$ cat src/rtl/mem_stream_mux.sv
// mem_stream_mux
// ----------------------------------------------------------------------------
// Parametrised N-channel memory-to-stream multiplexer. For every bunch
// crossing (BX) it emits a header word, then drains the memory channels that
// report data in round-robin order, then (optionally) emits a trailer word.
// The result is a single registered valid/ready stream to the link serialiser.
//
// Optional feature macro: MEM_STREAM_TRAILER_EN
//   defined   : a trailer word {mark, 1, truncated, bx, count, 0...} closes
//               each BX.
//   undefined : the readout returns straight to IDLE after the data phase.
//               The per-BX word limit still applies, silently.
//
// Ports:
//   clk         clock
//   rst_n       asynchronous active-low reset
//   bx_start    one-cycle pulse, begin readout of the BX given on bx
//   bx          BX number, captured when bx_start is accepted
//   in_valid    per-channel data-available flags
//   in_dat      flattened channel data, channel k at [k*DAT_W +: DAT_W]
//   in_rd       one-hot pop strobe to the source memories (combinational)
//   out_ready   downstream accept
//   out_valid   output word valid
//   out_dat     {code, payload}; code k+1 = channel k, all-ones = header/trailer
//   busy        readout FSM is not IDLE
//   bx_overlap  one-cycle pulse: a bx_start was dropped
//
// Handshake: a word is transferred on a clock edge where out_valid and
// out_ready are both high. The output register advances (adv) when it is
// empty or being accepted; while it does not advance, out_valid/out_dat hold
// and no channel is popped.
// ----------------------------------------------------------------------------
module mem_stream_mux #(
    parameter int N_CH      = 12,
    parameter int DAT_W     = 44,
    parameter int BX_W      = 3,
    parameter int SEL_W     = 4,
    parameter int CNT_W     = 8,
    parameter int MAX_WORDS = 108
) (
    input  logic                   clk,
    input  logic                   rst_n,
    input  logic                   bx_start,
    input  logic [BX_W-1:0]        bx,
    input  logic [N_CH-1:0]        in_valid,
    input  logic [N_CH*DAT_W-1:0]  in_dat,
    output logic [N_CH-1:0]        in_rd,
    input  logic                   out_ready,
    output logic                   out_valid,
    output logic [SEL_W+DAT_W-1:0] out_dat,
    output logic                   busy,
    output logic                   bx_overlap
);

    typedef enum logic [1:0] {
        IDLE    = 2'd0,
        HEADER  = 2'd1,
        DATA    = 2'd2,
        TRAILER = 2'd3
    } state_t;

    localparam logic [SEL_W-1:0] CODE_MARK = '1;
    localparam logic [CNT_W-1:0] LAST_CNT  = CNT_W'(MAX_WORDS - 1);
    localparam logic [SEL_W-1:0] LAST_CH   = SEL_W'(N_CH - 1);

    // ------------------------------------------------------------------
    // State
    // ------------------------------------------------------------------
    state_t                   state,   state_n;
    logic [SEL_W-1:0]         rr,      rr_n;
    logic [CNT_W-1:0]         count,   count_n;
    logic [BX_W-1:0]          cur_bx,  cur_bx_n;
    logic                     pending, pending_n;
    logic [BX_W-1:0]          pend_bx, pend_bx_n;
    logic                     ov_n;
    logic [SEL_W+DAT_W-1:0]   od_n;
    logic                     overlap_n;
`ifdef MEM_STREAM_TRAILER_EN
    logic                     trunc,   trunc_n;
`endif

    logic                     adv;
    logic                     found;
    logic [SEL_W-1:0]         grant;
    logic [DAT_W-1:0]         ch_dat [N_CH];

    assign adv  = !out_valid || out_ready;
    assign busy = (state != IDLE);

    for (genvar k = 0; k < N_CH; k++) begin : g_split
        assign ch_dat[k] = in_dat[k*DAT_W +: DAT_W];
    end

    // Header payload: MSB 0, BX number just below it, rest zero.
    function automatic logic [DAT_W-1:0] hdr_payload(input logic [BX_W-1:0] b);
        logic [DAT_W-1:0] p;
        p = '0;
        p[DAT_W-2 -: BX_W] = b;
        return p;
    endfunction

`ifdef MEM_STREAM_TRAILER_EN
    // Trailer payload: MSB 1, truncated flag, BX number, word count, zeros.
    function automatic logic [DAT_W-1:0] trl_payload(input logic             t,
                                                     input logic [BX_W-1:0]  b,
                                                     input logic [CNT_W-1:0] c);
        logic [DAT_W-1:0] p;
        p = '0;
        p[DAT_W-1]                 = 1'b1;
        p[DAT_W-2]                 = t;
        p[DAT_W-3 -: BX_W]         = b;
        p[DAT_W-3-BX_W -: CNT_W]   = c;
        return p;
    endfunction
`endif

    // ------------------------------------------------------------------
    // Round-robin search: first valid channel at or above rr, wrapping.
    // ------------------------------------------------------------------
    always_comb begin
        logic [SEL_W:0] idx_w;
        found = 1'b0;
        grant = '0;
        idx_w = '0;
        for (int i = 0; i < N_CH; i++) begin
            idx_w = {1'b0, rr} + (SEL_W+1)'(i);
            if (idx_w >= (SEL_W+1)'(N_CH)) begin
                idx_w = idx_w - (SEL_W+1)'(N_CH);
            end
            if (!found && in_valid[idx_w[SEL_W-1:0]]) begin
                found = 1'b1;
                grant = idx_w[SEL_W-1:0];
            end
        end
    end

    // ------------------------------------------------------------------
    // Next-state / output logic
    // ------------------------------------------------------------------
    always_comb begin
        state_n   = state;
        rr_n      = rr;
        count_n   = count;
        cur_bx_n  = cur_bx;
        pending_n = pending;
        pend_bx_n = pend_bx;
        ov_n      = out_valid;
        od_n      = out_dat;
        overlap_n = 1'b0;
        in_rd     = '0;
`ifdef MEM_STREAM_TRAILER_EN
        trunc_n   = trunc;
`endif

        // A request arriving while a readout is in progress (including the
        // cycle the FSM heads back to IDLE) is parked in the single pending
        // slot; a second one is dropped and flagged.
        if (bx_start && state != IDLE) begin
            if (!pending) begin
                pending_n = 1'b1;
                pend_bx_n = bx;
            end else begin
                overlap_n = 1'b1;
            end
        end

        case (state)
            IDLE: begin
                if (pending || bx_start) begin
                    cur_bx_n = pending ? pend_bx : bx;
                    if (pending) begin
                        // The parked BX starts now; a fresh request in the
                        // same cycle takes over the freed pending slot.
                        pending_n = bx_start;
                        if (bx_start) begin
                            pend_bx_n = bx;
                        end
                    end
                    // Load the header in the start cycle itself so it is on
                    // the output one cycle after bx_start; HEADER only
                    // exists to wait out a stalled output register.
                    if (adv) begin
                        ov_n    = 1'b1;
                        od_n    = {CODE_MARK, hdr_payload(cur_bx_n)};
                        state_n = DATA;
                    end else begin
                        state_n = HEADER;
                    end
                end else if (adv) begin
                    ov_n = 1'b0;
                end
            end

            HEADER: begin
                if (adv) begin
                    ov_n    = 1'b1;
                    od_n    = {CODE_MARK, hdr_payload(cur_bx)};
                    state_n = DATA;
                end
            end

            DATA: begin
                if (adv) begin
                    if (found) begin
                        in_rd[grant] = 1'b1;
                        ov_n         = 1'b1;
                        od_n         = {grant + 1'b1, ch_dat[grant]};
                        rr_n         = (grant == LAST_CH) ? '0 : grant + 1'b1;
                        count_n      = count + 1'b1;
                        if (count == LAST_CNT) begin
`ifdef MEM_STREAM_TRAILER_EN
                            trunc_n = 1'b1;
                            state_n = TRAILER;
`else
                            state_n = IDLE;
                            count_n = '0;
`endif
                        end
                    end else begin
                        ov_n = 1'b0;
`ifdef MEM_STREAM_TRAILER_EN
                        state_n = TRAILER;
`else
                        state_n = IDLE;
                        count_n = '0;
`endif
                    end
                end
            end

`ifdef MEM_STREAM_TRAILER_EN
            TRAILER: begin
                if (adv) begin
                    ov_n    = 1'b1;
                    od_n    = {CODE_MARK, trl_payload(trunc, cur_bx, count)};
                    state_n = IDLE;
                    count_n = '0;
                    trunc_n = 1'b0;
                end
            end
`endif

            default: begin
                state_n = IDLE;
            end
        endcase
    end

    // ------------------------------------------------------------------
    // Registers
    // ------------------------------------------------------------------
    always_ff @(posedge clk or negedge rst_n) begin
        if (!rst_n) begin
            state      <= IDLE;
            rr         <= '0;
            count      <= '0;
            cur_bx     <= '0;
            pending    <= 1'b0;
            pend_bx    <= '0;
            out_valid  <= 1'b0;
            out_dat    <= '0;
            bx_overlap <= 1'b0;
`ifdef MEM_STREAM_TRAILER_EN
            trunc      <= 1'b0;
`endif
        end else begin
            state      <= state_n;
            rr         <= rr_n;
            count      <= count_n;
            cur_bx     <= cur_bx_n;
            pending    <= pending_n;
            pend_bx    <= pend_bx_n;
            out_valid  <= ov_n;
            out_dat    <= od_n;
            bx_overlap <= overlap_n;
`ifdef MEM_STREAM_TRAILER_EN
            trunc      <= trunc_n;
`endif
        end
    end

endmodule
$ cat config.mk
export PLATFORM = sky130hd
export DESIGN_NAME = mem_stream_mux
export DESIGN_NICKNAME = d
export VERILOG_FILES = /design/src/rtl/mem_stream_mux.sv
export SDC_FILE = /design/constraint.sdc
export NUM_CORES = 1
export LEC_CHECK = 0
export ABC_AREA = 0
export CAP_MARGIN = 10
export CELL_PAD_IN_SITES_DETAIL_PLACEMENT = 1
export CELL_PAD_IN_SITES_GLOBAL_PLACEMENT = 1
export CORE_AREA = 2 2 239 241
export CTS_BUF_LIST = sky130_fd_sc_hd__clkbuf_4 sky130_fd_sc_hd__clkbuf_8
export CTS_CLUSTER_SIZE = 12
export DETAILED_ROUTE_END_ITERATION = 12
export DIE_AREA = 0 0 241 243
export HOLD_SLACK_MARGIN = 0.05
export PLACE_DENSITY = 0.55
export SLEW_MARGIN = 10
export SYNTH_ARGS = -nofsm -noshare
export SYNTH_HDL_FRONTEND = slang
export SYNTH_SLANG_ARGS = --single-unit
$ cat constraint.sdc
create_clock -name clk -period 9.74 [get_ports clk]
set_input_delay 1.948 -clock clk [delete_from_list [all_inputs] [get_ports clk]]
set_output_delay 1.948 -clock clk [all_outputs]
set_load 0.005 [all_outputs]
==> impl_metrics.yaml, run 1 <==
hold_path:
  whs_endpoint: "out_dat[23]$_DFFE_PN0P_"
  min_from: "out_dat[23]$_DFFE_PN0P_"
  worst_hold_path.num_cells: 1
  hp-class: "register to register"
yosys:
  syn_avg_cell_area_sq_um: 10.5
  netlist_area_sq_um: 9420
  synth_xor_area_frac: 0.0110
  synth_top_cell_by_area: "mux4_2"
  synth_enable_flop_cells: 0
  synthCells: 900
  synth-seq-area-share: 0.189
  synthesis.nets: 1479
  yosysWarningCount: 0
  async_flop_share: 1.00
  synth_commonest_cells: "mux4_2, dfrtp_1, nand2_1"
  yosys.area_share.simple: 0.123
  synth_most_common_cell: "mux4_2"
  synth-compound-area-share: 0.228
  ys.flop_type: "dfrtp_1"
  ys_ff_latch: 71
  synth_top_family_by_area: "multiplexers"
  ys_types: 81
  synth_area_leaders: "mux4_2, dfrtp_1, a221o_1"
  synthAdderAreaFrac: 0.0436
  muxShareOfSynthArea: 0.354
  yosys.area.top_type_share: 0.318
clock_network:
  holdBufCountCts: 0
  cts_tree: "done"
  clk_latency_ns: 0.38
  post_cts_resized: 0
  clock-sinks: 71
  cts_setup_buffers: 0
  numCtsBuffers: 9
  cts_max_level: 3
  clockBufferDepth: 2
  cts-root-buf: "clkbuf_8"
  path_clk_slew_ns: 0.09
global_route:
  gr-total-overflow: 0
  grt_max_degree: 56
  antenna_found_initial: 29
  grt_pass1_wl_um: 91200
  track_usage: 0.222
  grt_pass1_vias: 11803
setup_path:
  reg2reg_from: "rr[2]$_DFFE_PN0P_"
  slowest_stage: "mux4_2"
  path_cells: "clkdlybuf4s50_1 -> mux4_2 -> or4_1 -> o311a_1 -> o21a_1 -> nor4_4 -> nand3_1 -> a21oi_1 -> a31o_2 -> nand2_8 -> inv_2 -> ha_1 -> nand2_1 -> a21oi_1 -> clkdlybuf4s50_1"
  required_ns: 7.79
  endpoint_kind: "output pin"
  critPathLaunchType: "primary input"
  crit_fanout: 29
  timing.rr.end: "out_dat[8]$_DFFE_PN0P_"
  arrival_ns: 6.60
  cp_slowest_stage_delay_ns: 0.59
  reg2reg_slack_ns: 2.41
  reg2regPathDepth: 20
  crit_type: "primary input to output pin"
place:
  preCtsSetupSlack_ns: 1.22
  hpwl_um: 56400
  io_buffers: 609
  place_area_sq_um: 16300
  place.gp.congestion: 0.944
sta:
  max_slew.worst_pin.slew_ns: 1.10
  finalMaxSlewViolations: 0
  setup-tns-final_ns: 0
  period_share: 0.878
  hold_viol: 0
  relSlewSlack: 0.263
  clock_skew_ns: 0.0169
  setup-violations-final: 0
  rsz0062_at_grt: "no"
  period_minus_slack_ns: 8.55
  timing.fmax_mhz: 117
  fin_ws_ns: 1.19
floorplan:
  num_io_pins: 610
  die_w_um: 241
  die-area_sq_um: 58600
  initial_core_util: 0.168
  core_area_sq_um: 56000
  die_h_um: 243
  rows: 87
routing:
  routedWlPerCell_um: 29.6
  viasPerCell: 4.93
  drc: 0
  antenna_left: 0
  drt_iter0_markers: 759
  via_count: 11032
  drtPass1Iterations: 5
  routed_wirelength_um: 66200
run:
  maxCapViolations: 0
final_layout:
  drive_above_1_share: 0.139
  nets: 2044
  design_area_sq_um: 16500
  layout-area-overhead-vs-synth_pct: 75.2
run_status:
  outcome: "finished clean"
## layer usage
layer | GRT usage | routed length (um) | part of all wire | vias to the layer above
met4 | 0.0779 | 1910 | 0.029 | 18
li1 | - | - | - | 4851
met3 | 0.0571 | 4430 | 0.067 | 85
met2 | 0.383 | 33700 | 0.51 | 443
met5 | 0 | 116 | 0.0018 | -
met1 | 0.265 | 26100 | 0.39 | 5635
## layout make-up
cell class	count	area, sq um
Sequential cell	71	1780
Clock inverter	6	43.8
Inverter	33	126
Tap cell	756	946
Multi-Input combinational cell	721	7200
Antenna cell	10	25.0
Clock buffer	10	131
Fill cell	6394	39500
Timing Repair Buffer	629	6240
## per-stage QoR
| stage | util | hold WS [ns] | instances |
|---|---|---|---|
| detailed placement | 0.291 | 0.499 | 2210 |
| CTS | 0.294 | 0.523 | 2226 |
| global route | 0.295 | 0.533 | 2234 |
| floorplan | - | 0.468 | 900 |
| finish | 0.295 | 0.522 | 2236 |
| global placement | 0.291 | 0.491 | 2210 |
## sequential cells by signal, indices dropped and copies added (netlist names)
name,count
cur_bx,3
state,2
rr,4
count,8
out_dat,48
pend_bx,3
bx_overlap,1
pending,1
out_valid,1
## worst max path at each step
stage / from / to / slack [ns] / depth (start not counted)
floorplan: in_valid[6] / in_rd[11] / 2.55 / 14
global placement: in_valid[6] / in_rd[9] / 1.33 / 15
detailed placement: in_valid[6] / in_rd[1] / 1.22 / 15
CTS: in_valid[6] / in_rd[1] / 1.20 / 15
global route: in_valid[6] / in_rd[9] / 0.86 / 15
finish: in_valid[6] / in_rd[9] / 1.19 / 15
## placed cells by master (no fill, tap or decap), types with 5 or more instances in the layout
cell type,Yosys,final
a22o_1,42,42
o221ai_1,5,5
or3_1,5,5
xnor2_1,9,9
o211ai_1,10,10
mux2i_1,26,26
dfrtp_1,71,71
clkbuf_8,0,9
ha_1,32,32
o31ai_1,7,6
a21o_1,7,7
nand2_1,56,56
and2_1,5,5
o21a_1,6,6
and3_1,14,12
a211oi_1,13,13
o21ai_0,37,37
inv_1,27,27
a31oi_1,8,8
a221o_1,43,43
nor2_1,54,54
nand2b_1,6,6
nand3b_1,5,5
buf_4,4,21
o22ai_1,8,8
diode_2,0,10
nand3_1,24,24
nor2b_1,12,12
mux4_2,133,133
a21oi_1,42,42
clkdlybuf4s50_1,0,608
inv_2,6,5
nor3_1,23,22
mux2_2,5,5
## worst max-delay path, delay by kind of cell
family	cells	cell delay (ns)
and+or+nand+nor	5	1.53
buffers and inverters	3	1.26
AOI/OAI and AO/OA	5	1.08
muxes	1	0.59
adders and majority gates	1	0.20
## kinds of logic (layout without fill, tap and decap cells)
group / count (synthesis) / in the layout
AO/OA/AOI/OAI: 280 / 280
other: 0 / 10
buffers and inverters: 108 / 678
flip-flops: 71 / 71
multiplexers: 166 / 166
XOR/XNOR: 11 / 11
adder cells (fa/ha/maj): 33 / 33
AND/OR/NAND/NOR: 231 / 231
Power of run 1 is not shown: default switching activity piles up to over one toggle a cycle in this logic, so the estimate is an artifact.
==> run 2: changes to the inputs <==
- PLACE_DENSITY: 0.55 -> default
- PLACE_DENSITY_LB_ADDON: default -> 0.25
==> impl_metrics.yaml, run 2 (same netlist as run 1, synthesis figures left out) <==
global_route:
  grt_pass1_wl_um: 95400
  grt_max_degree: 67
  antenna_found_initial: 21
  gr-total-overflow: 0
  grt_pass1_vias: 11609
  track_usage: 0.236
hold_path:
  hp-class: "register to register"
routing:
  antenna_left: 0
  drt_iter0_markers: 736
  routedWlPerCell_um: 31.3
  viasPerCell: 4.91
  via_count: 10959
  drc: 0
  routed_wirelength_um: 69800
  drtPass1Iterations: 4
final_layout:
  seq_area_sq_um: 1780
  fillers: 6418
  largest_reg_flops: 48
  drive_above_1_share: 0.139
  layout-area-overhead-vs-synth_pct: 75.2
  nets: 2044
  fin_cells: 2234
  final_common_cell: "clkdlybuf4s50_1"
  layout_common_cells: "clkdlybuf4s50_1, mux4_2, dfrtp_1"
  multi_input_area_sq_um: 7200
  reg.largest.list: "out_dat: 48 flops, count: 8 flops, rr: 4 flops"
  regMostFlops: "out_dat"
setup_path:
  crit_fanout: 17
  crit_path_frequent_cell: "a21oi_1"
  slowest_stage: "dfrtp_1"
  critPathBufInv: 3
  critPathLaunchType: "register"
  endpoint_kind: "output pin"
  path_cells: "ha_1 -> a21oi_1 -> xnor2_1 -> inv_2 -> ha_1 -> a21oi_1 -> or3_1 -> a32oi_1 -> nor4_4 -> nand3_1 -> a21oi_1 -> a31o_2 -> nand2_8 -> inv_2 -> ha_1 -> nand2_1 -> a21oi_1 -> clkdlybuf4s50_1"
  crit_type: "register to output pin"
  cp_slowest_stage_delay_ns: 0.79
  cp_top_family: "compound AO/OA/AOI/OAI gates"
  arrival_ns: 6.43
  required_ns: 7.79
clock_network:
  cts_max_level: 3
  path_clk_slew_ns: 0.11
  clock-sinks: 71
  cts_tree: "done"
  cts_setup_buffers: 0
  numCtsBuffers: 9
  post_cts_resized: 0
  cts-root-buf: "clkbuf_8"
  holdBufCountCts: 0
  clockBufferDepth: 2
  clk_latency_ns: 0.41
floorplan:
  die_h_um: 243
  num_io_pins: 610
  core_area_sq_um: 56000
  die_w_um: 241
  initial_core_util: 0.168
  rows: 87
  die-area_sq_um: 58600
sta:
  period_share: 0.860
  timing.fmax_mhz: 119
  rsz0062_at_grt: "no"
  finalMaxSlewViolations: 0
  clock_skew_ns: 0.0168
  max_slew.worst_pin.slew_ns: 1.07
  setup-violations-final: 0
  relSlewSlack: 0.285
  hold_viol: 0
  period_minus_slack_ns: 8.37
  setup-tns-final_ns: 0
run_status:
  outcome: "finished clean"
place:
  hpwl_um: 59800
  place.gp.congestion: 0.967
  io_buffers: 609
  dp_cells: 2210
run:
  maxCapViolations: 0
==> run 2: cell types whose count changed in the layout (fill, tap and decap cells not counted) <==
cell and delta:
diode_2 -2, clkbuf_4 -1, clkbuf_8 +1, clkinv_4 -1, clkinvlp_4 +1
==> run 2: stage by stage <==
step	area, sq um	setup slack (ns)	hold WS [ns]	utilization
after global routing	16500	0.905	0.553	0.295
after floorplan	9420	2.55	0.468	-
after CTS	16500	1.38	0.515	0.294
final	16500	1.37	0.518	0.295
after global placement	16300	1.55	0.478	0.291
after detailed placement	16300	1.40	0.492	0.291
==> run 2: cell type report <==
class,count,share of cell area
multi-input cells,721,0.437
repair buffers,629,0.379
flip-flops and latches,71,0.108
well taps,756,0.0574
clock buffers,10,0.00834
inverters,33,0.00766
clock inverters,6,0.00258
diodes,8,0.00121
==> run 2: final timing paths <==
check                                        start                      end  slack, ns  cells after the start
min                        out_dat[42]$_DFFE_PN0P_  out_dat[42]$_DFFE_PN0P_       0.52                      2
max in group asynchronous                    rst_n  out_dat[39]$_DFFE_PN0P_       7.19                      2
max                              rr[2]$_DFFE_PN0P_                 in_rd[8]       1.37                     18
min reg2reg                out_dat[42]$_DFFE_PN0P_  out_dat[42]$_DFFE_PN0P_       0.52                      2
max reg2reg                      rr[2]$_DFFE_PN0P_  out_dat[36]$_DFFE_PN0P_       2.07                     18
min in group asynchronous                    rst_n  out_dat[15]$_DFFE_PN0P_       1.41                      1
==> run 2: tightest hold or removal path, stage by stage (launching register included) <==
cell      delay, ns
dfrtp_1        0.36
nand2_1        0.05
o221ai_1       0.07
==> run 2: routing by layer <==
layer,track usage,part of all wire,vias to the layer above
met4,0.0354,0.011,10
met1,0.312,0.44,5690
met5,0,0.00084,-
li1,-,-,4854
met2,0.402,0.50,363
met3,0.0447,0.050,42
Power of run 2 is left out for the same reason.
